$ cat config.mk
export PLATFORM = sky130hd
export DESIGN_NAME = bsg_two_fifo_width_p84_flat
export DESIGN_NICKNAME = d
export VERILOG_FILES = /design/src/rtl/bsg_two_fifo_width_p84_if.sv /design/src/rtl/bsg_two_fifo_width_p84.sv /design/src/flat_wrapper.sv
export SDC_FILE = /design/constraint.sdc
export NUM_CORES = 1
export LEC_CHECK = 0
export ABC_AREA = 1
export BUFFER_PORTS_ARGS = -buffer_cell sky130_fd_sc_hd__buf_4
export CAP_MARGIN = 40
export CORE_UTILIZATION = 35
export CTS_BUF_LIST = sky130_fd_sc_hd__clkbuf_16
export DETAILED_ROUTE_END_ITERATION = 16
export PLACE_DENSITY_LB_ADDON = 0.15
export RECOVER_POWER = 100
export SLEW_MARGIN = 20
export SYNTH_ARGS = -nofsm -noshare
export SYNTH_HDL_FRONTEND = slang
export SYNTH_SLANG_ARGS = --single-unit
$ cat constraint.sdc
create_clock -name clk_i -period 5.4 [get_ports clk_i]
set_input_delay 0.54 -clock clk_i [delete_from_list [all_inputs] [get_ports clk_i]]
set_output_delay 0.54 -clock clk_i [all_outputs]
set_load 0.1 [all_outputs]
$ cat src/rtl/bsg_two_fifo_width_p84_if.sv
// rtl/bsg_two_fifo_width_p84_if.sv - producer/consumer handshake bundle for the two-entry FIFO
interface bsg_two_fifo_width_p84_if #(
    parameter int width_p = 84
);
    logic               v_i;
    logic [width_p-1:0] data_i;
    logic               ready_o;
    logic               v_o;
    logic [width_p-1:0] data_o;
    logic               yumi_i;

    modport master (
        output v_i,
        output data_i,
        output yumi_i,
        input  ready_o,
        input  v_o,
        input  data_o
    );

    modport slave (
        input  v_i,
        input  data_i,
        input  yumi_i,
        output ready_o,
        output v_o,
        output data_o
    );
endinterface

$ cat src/rtl/bsg_two_fifo_width_p84.sv
// rtl/bsg_two_fifo_width_p84.sv - two-entry FIFO, registered ready/valid, no fall-through
module bsg_two_fifo_width_p84 #(
    parameter int width_p = 84,
    parameter int els_p   = 2
) (
    input  logic                      clk_i,
    input  logic                      reset_i,
    bsg_two_fifo_width_p84_if.slave   io
);
    typedef enum logic [1:0] {
        S_EMPTY = 2'd0,
        S_ONE   = 2'd1,
        S_FULL  = 2'd2
    } state_t;

    state_t             r_state;
    logic               r_wptr;
    logic               r_rptr;
    logic               r_full;
    logic               r_ready;
    logic               r_v;
    logic [width_p-1:0] r_mem [els_p];

    logic w_enq;
    logic w_deq;

    // Handshakes qualify only against registered state, so ready_o never sees yumi_i.
    assign w_enq = io.v_i & r_ready;
    assign w_deq = io.yumi_i & r_v;

    assign io.ready_o = r_ready;
    assign io.v_o     = r_v;
    assign io.data_o  = r_mem[r_rptr];

    always_ff @(posedge clk_i or posedge reset_i) begin
        if (reset_i) begin
            r_state <= S_EMPTY;
            r_wptr  <= 1'b0;
            r_rptr  <= 1'b0;
            r_full  <= 1'b0;
            r_ready <= 1'b0;
            r_v     <= 1'b0;
            for (int i = 0; i < els_p; i++) begin
                r_mem[i] <= '0;
            end
        end else begin
            if (w_enq) begin
                r_mem[r_wptr] <= io.data_i;
            end
            r_wptr <= r_wptr ^ w_enq;
            r_rptr <= r_rptr ^ w_deq;

            unique case (r_state)
                S_EMPTY: begin
                    r_full  <= 1'b0;
                    r_ready <= 1'b1;
                    if (w_enq) begin
                        r_state <= S_ONE;
                        r_v     <= 1'b1;
                    end else begin
                        r_state <= S_EMPTY;
                        r_v     <= 1'b0;
                    end
                end
                S_ONE: begin
                    if (w_enq && !w_deq) begin
                        r_state <= S_FULL;
                        r_full  <= 1'b1;
                        r_ready <= 1'b0;
                        r_v     <= 1'b1;
                    end else if (w_deq && !w_enq) begin
                        r_state <= S_EMPTY;
                        r_full  <= 1'b0;
                        r_ready <= 1'b1;
                        r_v     <= 1'b0;
                    end else begin
                        r_state <= S_ONE;
                        r_full  <= 1'b0;
                        r_ready <= 1'b1;
                        r_v     <= 1'b1;
                    end
                end
                S_FULL: begin
                    r_v <= 1'b1;
                    if (w_deq) begin
                        r_state <= S_ONE;
                        r_full  <= 1'b0;
                        r_ready <= 1'b1;
                    end else begin
                        r_state <= S_FULL;
                        r_full  <= 1'b1;
                        r_ready <= 1'b0;
                    end
                end
                default: begin
                    r_state <= S_EMPTY;
                    r_full  <= 1'b0;
                    r_ready <= 1'b1;
                    r_v     <= 1'b0;
                end
            endcase
        end
    end
endmodule

$ cat src/flat_wrapper.sv
// flat-port wrapper written by rule: the top's interface ports become plain ports
module bsg_two_fifo_width_p84_flat 
#(
    parameter int width_p = 84,
    parameter int els_p   = 2
)
  (clk_i, reset_i, io_v_i, io_data_i, io_yumi_i, io_ready_o, io_v_o, io_data_o);
  bsg_two_fifo_width_p84_if #(.width_p(width_p)) io_i ();
  input  logic clk_i;
  input  logic reset_i;
  input wire logic [$bits(io_i.v_i)-1:0] io_v_i;
  input wire logic [$bits(io_i.data_i)-1:0] io_data_i;
  input wire logic [$bits(io_i.yumi_i)-1:0] io_yumi_i;
  output wire logic [$bits(io_i.ready_o)-1:0] io_ready_o;
  output wire logic [$bits(io_i.v_o)-1:0] io_v_o;
  output wire logic [$bits(io_i.data_o)-1:0] io_data_o;
  assign io_i.v_i = io_v_i;
  assign io_i.data_i = io_data_i;
  assign io_i.yumi_i = io_yumi_i;
  assign io_ready_o = io_i.ready_o;
  assign io_v_o = io_i.v_o;
  assign io_data_o = io_i.data_o;
  bsg_two_fifo_width_p84 #(.width_p(width_p), .els_p(els_p)) u_core (.clk_i(clk_i), .reset_i(reset_i), .io(io_i));
endmodule
==> summary.txt, run 1 <==
Timing
  – Total count of max-transition violations in the final report: 169
  – Sum of negative setup slack: 0 ns
  – Count of final setup violators: 0
  – Slew at the pin with the worst max-slew slack: 3.47 ns
  – Portion of the clock cycle consumed by the worst path in the final layout: 0.714
  – Setup repair after global routing missed its margin: false
  – Headroom to the max-slew limit: -1.32
  – Final setup skew: 0.00971 ns
  – Worst slack on hold paths: 0.315 ns
  – Time the final worst path needs with I/O delays and setup: 3.86 ns
  – Count of final hold-check violations: 0
  – Fmax achieved: 259 MHz

Floorplan
  – Ports: 174
  – Die area: 22900 um^2
  – Standard cell core area: 21800 um^2
  – Die outline height: 151 um
  – Horizontal die dimension: 151 um
  – Effective utilization at floorplan: 0.357
  – Number of placement rows: 54

CTS
  – CTS Buf Count: 17
  – Total number of clock tree sinks: 174
  – CTS H-tree depth: 4
  – Post-CTS Setup Repair Bufs: 0
  – CTS hold repair buffers: 0
  – Clock-pin transition on the worst setup and hold timing paths: 0.07 ns
  – Clock tree from TritonCTS: yes
  – Clock root buffer master: sky130_fd_sc_hd__clkbuf_16
  – Clock latency of the later-clocked register in the worst-skew pair: 0.44 ns
  – CTS max path bufs: 2
  – CTS-repair resized insts: 0

Worst setup path
  – Worst Reg2Reg Path Length in Cells: 5
  – Sort of element at the start of the critical path: flop
  – CP Data Arrival Time: 4.17 ns
  – Category of the critical setup timing path: flop to flop
  – Highest fanout seen on the critical path: 52
  – Worst endpoint required time: 5.71 ns
  – Crit end category: flop

Logic synthesis
  – Count of yosys warnings during synthesis: 0
  – Cell area after synthesis: 7790 um^2
  – Synthesized netlist net count: 1040
  – Sequential share of the synthesized area: 0.559
  – Post-Syn Instances: 946
  – Avg Synthesized Cell Area: 8.24 um^2
  – Number of distinct standard cells referenced by the synthesized netlist: 16
  – Count of state elements after synthesis: 174

Placement
  – Routability congestion estimate: 0.707
  – Estimated wirelength of the detail-placed design: 12.2 mm
  – Number of port buffers: 173

Drt
  – Wire length per cell: 14.2 um
  – First-pass detailed-route iteration total: 4
  – Total wire length: 19.6 mm
  – Average via count per standard cell: 4.65
  – DRT iter0 DRCs: 354
  – Total DRC errors in the routed layout: 0
  – Count of vias placed by the detailed router: 6393
  – DRT antenna net count: 0

Finish
  – Share of cells above drive strength 1: 0.120
  – Leading cell type in the layout, fill and taps excluded: sky130_fd_sc_hd__nand2_1
  – Number of fill cells: 2295
  – Most used cells in the layout excluding fill and tap cells: sky130_fd_sc_hd__nand2_1 (347), sky130_fd_sc_hd__dfrtp_1 (173), sky130_fd_sc_hd__o21ai_0 (156), sky130_fd_sc_hd__inv_1 (96), sky130_fd_sc_hd__buf_4 (92)
  – Synth-to-layout area growth: 21.1%
  – Final Net Count: 1176

Min path
  – Hold Path Depth: 3
  – Worst hold path class: input port to flop

Global routing
  – Wire length of the first global-routing pass: 31.7 mm
  – Overflow after GRT: 0
  – Pin count of the biggest net entering global routing: 101
  – Initial antenna violation count: 1
  – Vias in the first global route: 6178
  – GR Util All Layers: 0.181

Job
  – Max_cap viols: 3

Run status
  – Status: finished, violations left
  – Failing checks: max-capacitance violations, max-slew violations
per-stage QoR:
step / instance area [um^2] / utilization / worst slack, ns / instances
after floorplan: 7790 / - / 0.143 / 946
after global placement: 9130 / 0.418 / 2.50 / 1340
after detailed placement: 9190 / 0.421 / 2.78 / 1343
after CTS: 9770 / 0.448 / 2.31 / 1375
after global routing: 9440 / 0.433 / 1.12 / 1375
final: 9440 / 0.433 / 1.54 / 1376
state kept, by name (all words and copies together) (netlist names):
signal	flops
u_core.r_rptr	1
u_core.io.ready_o	1
u_core.r_mem	168
u_core.r_wptr	1
u_core.r_state	2
u_core.io.v_o	1
final cells by class:
cell class                 count  area [um^2]  area share
antenna                        1         2.50    0.000265
clock buffer                  17          425      0.0451
clock inverter                15          159      0.0168
inverter                      97          365      0.0387
multi-input combinational    611         2690       0.285
sequential                   174         4360       0.462
tap                          280          350      0.0371
timing repair buffer         181         1090       0.116
synthesized netlist by cell type:
cell type,number,area [um^2]
sky130_fd_sc_hd__nand2_1,347,1300
sky130_fd_sc_hd__dfrtp_1,174,4350
sky130_fd_sc_hd__o21ai_0,155,776
sky130_fd_sc_hd__inv_1,96,360
sky130_fd_sc_hd__nand3_1,86,430
sky130_fd_sc_hd__buf_2,25,125
sky130_fd_sc_hd__clkbuf_1,14,52.6
sky130_fd_sc_hd__o21ai_1,13,65.1
sky130_fd_sc_hd__buf_6,12,135
sky130_fd_sc_hd__buf_4,9,67.6
sky130_fd_sc_hd__ha_1,6,75.1
sky130_fd_sc_hd__clkbuf_2,4,20.0
sky130_fd_sc_hd__a21oi_1,2,10.0
sky130_fd_sc_hd__inv_2,1,3.75
sky130_fd_sc_hd__o211ai_1,1,7.51
sky130_fd_sc_hd__xnor2_1,1,8.76
cells by family after synthesis:
family,after synthesis,synth area share
adder cells (fa/ha/maj),6,0.00963
flip-flops,174,0.559
AND/OR/NAND/NOR,433,0.222
XOR/XNOR,1,0.00112
buffers and inverters,161,0.0981
AO/OA/AOI/OAI,171,0.110
path summary, 6_finish.rpt:
kind | start | endpoint | slack [ns]
worst max-delay path | u_core.r_wptr | u_core.r_mem[59] | 1.54
worst min-delay path | io_data_i[74] | u_core.r_mem[158] | 0.31
worst max register to register | u_core.r_wptr | u_core.r_mem[59] | 1.54
worst min register to register | u_core.r_mem[67] | u_core.r_mem[67] | 0.47
max in group asynchronous | reset_i | u_core.r_rptr | 2.69
min in group asynchronous | reset_i | u_core.r_mem[3] | 1.13
routing by layer:
| layer | part of all wire | GRT usage |
|---|---|---|
| met4 | 0.015 | 0.0565 |
| met5 | 0 | 0 |
| met2 | 0.47 | 0.291 |
| met3 | 0.047 | 0.0392 |
| met1 | 0.47 | 0.242 |
worst max-delay path, stage by stage (launching register included):
cell and delay (ns):
sky130_fd_sc_hd__dfrtp_1 1.70, sky130_fd_sc_hd__buf_12 0.31, sky130_fd_sc_hd__nand2_1 0.98, sky130_fd_sc_hd__buf_12 0.57, sky130_fd_sc_hd__nand2_1 0.09, sky130_fd_sc_hd__nand2_1 0.05
Power of run 1 is left out: the tool's default activity adds up to more than one toggle a clock period on the data nets, which glitch-free logic cannot reach.
==> run 2, diff against run 1 <==
==> constraint.sdc (replaced) <==
create_clock -name clk_i -period 3.3 [get_ports clk_i]
set_input_delay 0.33 -clock clk_i [delete_from_list [all_inputs] [get_ports clk_i]]
set_output_delay 0.33 -clock clk_i [all_outputs]
set_load 0.1 [all_outputs]
==> summary.txt, run 2 (synthesis results as in run 1) <==
Run status
  – Status: finished, violations left
  – Failing checks: max-capacitance violations, max-slew violations

Finish
  – Leading cell type in the layout, fill and taps excluded: sky130_fd_sc_hd__nand2_1
  – Final Net Count: 1185
  – Most used cells in the layout excluding fill and tap cells: sky130_fd_sc_hd__nand2_1 (347), sky130_fd_sc_hd__dfrtp_1 (172), sky130_fd_sc_hd__o21ai_0 (156), sky130_fd_sc_hd__buf_4 (106), sky130_fd_sc_hd__inv_1 (97)
  – Share of cells above drive strength 1: 0.170
  – Largest registers: u_core.r_mem x168, u_core.r_state x2
  – Largest register FFs: 168
  – Synth-to-layout area growth: 23.4%
  – Largest register by flop count: u_core.r_mem
  – ANT cells: 0

CTS
  – CTS Buf Count: 17
  – Clock latency of the later-clocked register in the worst-skew pair: 0.43 ns
  – Clock tree from TritonCTS: yes
  – CTS H-tree depth: 4
  – Clock root buffer master: sky130_fd_sc_hd__clkbuf_16
  – CTS-repair resized insts: 0
  – Total number of clock tree sinks: 174
  – Clock-pin transition on the worst setup and hold timing paths: 0.07 ns
  – CTS max path bufs: 2

Placement
  – Number of port buffers: 173
  – Routability congestion estimate: 0.717
  – Estimated wirelength of the detail-placed design: 12.5 mm

Timing
  – Slew at the pin with the worst max-slew slack: 1.50 ns
  – Final setup skew: 0.0104 ns
  – Fmax achieved: 357 MHz
  – Time the final worst path needs with I/O delays and setup: 2.80 ns
  – Count of final hold-check violations: 0
  – Setup repair after global routing missed its margin: false
  – Total count of max-transition violations in the final report: 45
  – Count of final setup violators: 0
  – Sum of negative setup slack: 0 ns
  – Headroom to the max-slew limit: -0.00186
  – Portion of the clock cycle consumed by the worst path in the final layout: 0.850

Drt
  – Total wire length: 19.6 mm
  – Count of vias placed by the detailed router: 6339
  – Total DRC errors in the routed layout: 0
  – DRT iter0 DRCs: 377
  – Average via count per standard cell: 4.58
  – First-pass detailed-route iteration total: 5
  – Wire length per cell: 14.2 um
  – DRT antenna net count: 0

Worst setup path
  – Critical path buffers and inverters: 2
  – Category of the critical setup timing path: flop to output pin
  – Worst endpoint required time: 2.97 ns
  – Cell repeated most along the worst path: sky130_fd_sc_hd__clkbuf_2
  – CP Data Arrival Time: 2.47 ns
  – Worst path top cell family by delay: buffers and inverters
  – Worst setup startpoint: u_core.r_rptr
  – Sort of element at the start of the critical path: flop
  – Crit end category: output pin
  – Critical path cell sequence: clkbuf_2 -> nand2_1 -> o21ai_0 -> clkbuf_2
  – Crit path max-delay cell type: sky130_fd_sc_hd__dfrtp_4
  – Largest incremental delay on the critical path: 0.84 ns
  – Reg-to-reg critical path startpoint: u_core.io.ready_o
  – Highest fanout seen on the critical path: 63

Floorplan
  – Number of placement rows: 54
  – Die outline height: 151 um
  – Die area: 22900 um^2
  – Effective utilization at floorplan: 0.357
  – Horizontal die dimension: 151 um
  – Ports: 174
  – Standard cell core area: 21800 um^2

Global routing
  – Wire length of the first global-routing pass: 32.3 mm
  – Initial antenna violation count: 0
  – Overflow after GRT: 0
  – Vias in the first global route: 6176
  – GR Util All Layers: 0.182
  – Pin count of the biggest net entering global routing: 91

Min path
  – Source of the worst hold timing path: io_data_i[16]
  – Worst hold path class: input port to flop

Job
  – Max_cap viols: 1
==> run 2: cell types whose count changed in the layout (fill, tap and decap cells not counted), moves of 3 or more <==
cell                       previous run  this run
sky130_fd_sc_hd__clkbuf_2             0        41
sky130_fd_sc_hd__buf_4               92       106
sky130_fd_sc_hd__clkbuf_1            84        35
sky130_fd_sc_hd__clkinv_4             1         4
==> run 2: metal layers <==
metal  share of wire  track usage
met2            0.47        0.284
met5               0            0
met3           0.046       0.0340
met1            0.47        0.255
met4           0.013       0.0550
==> run 2: final cells by class <==
cell class / count / area, um^2
fillers: 2222 / 12200
flip-flops and latches: 174 / 4360
multi-input cells: 611 / 2680
repair buffers: 190 / 1280
clock buffers: 17 / 425
inverters: 97 / 365
well taps: 280 / 350
clock inverters: 15 / 161
==> run 2: path summary, 6_finish.rpt <==
kind / end / slack [ns] / cells past startpoint
max: io_data_o[41] / 0.50 / 4
min in group asynchronous: u_core.r_mem[1] / 0.50 / 3
min: u_core.r_mem[100] / 0.12 / 3
min reg2reg: u_core.r_mem[28] / 0.47 / 2
max in group asynchronous: u_core.r_mem[137] / 1.03 / 5
max reg2reg: u_core.r_state[0] / 0.71 / 8
==> run 2: repair_timing <==
item                                   CTS  global route
buffers inserted                         0             0
endpoints found under the hold margin    0            12
hold buffers                             0             1
==> run 2: tightest hold or removal path, stage by stage <==
cell and delay, ns:
sky130_fd_sc_hd__buf_4 0.08, sky130_fd_sc_hd__nand2_1 0.04, sky130_fd_sc_hd__o21ai_0 0.06
==> run 2: through the flow <==
stage | util | std cells | area [um^2] | hold WS, ns | setup slack, ns
after floorplan | - | 946 | 7800 | 0.442 | 0.106
after global placement | 0.423 | 1349 | 9240 | 0.456 | 1.20
after detailed placement | 0.425 | 1350 | 9270 | 0.458 | 1.19
after CTS | 0.451 | 1382 | 9850 | 0.0656 | 0.726
after global routing | 0.441 | 1384 | 9610 | 0.108 | 0.290
final | 0.441 | 1384 | 9610 | 0.117 | 0.495
Power of run 2 is left out for the same reason.
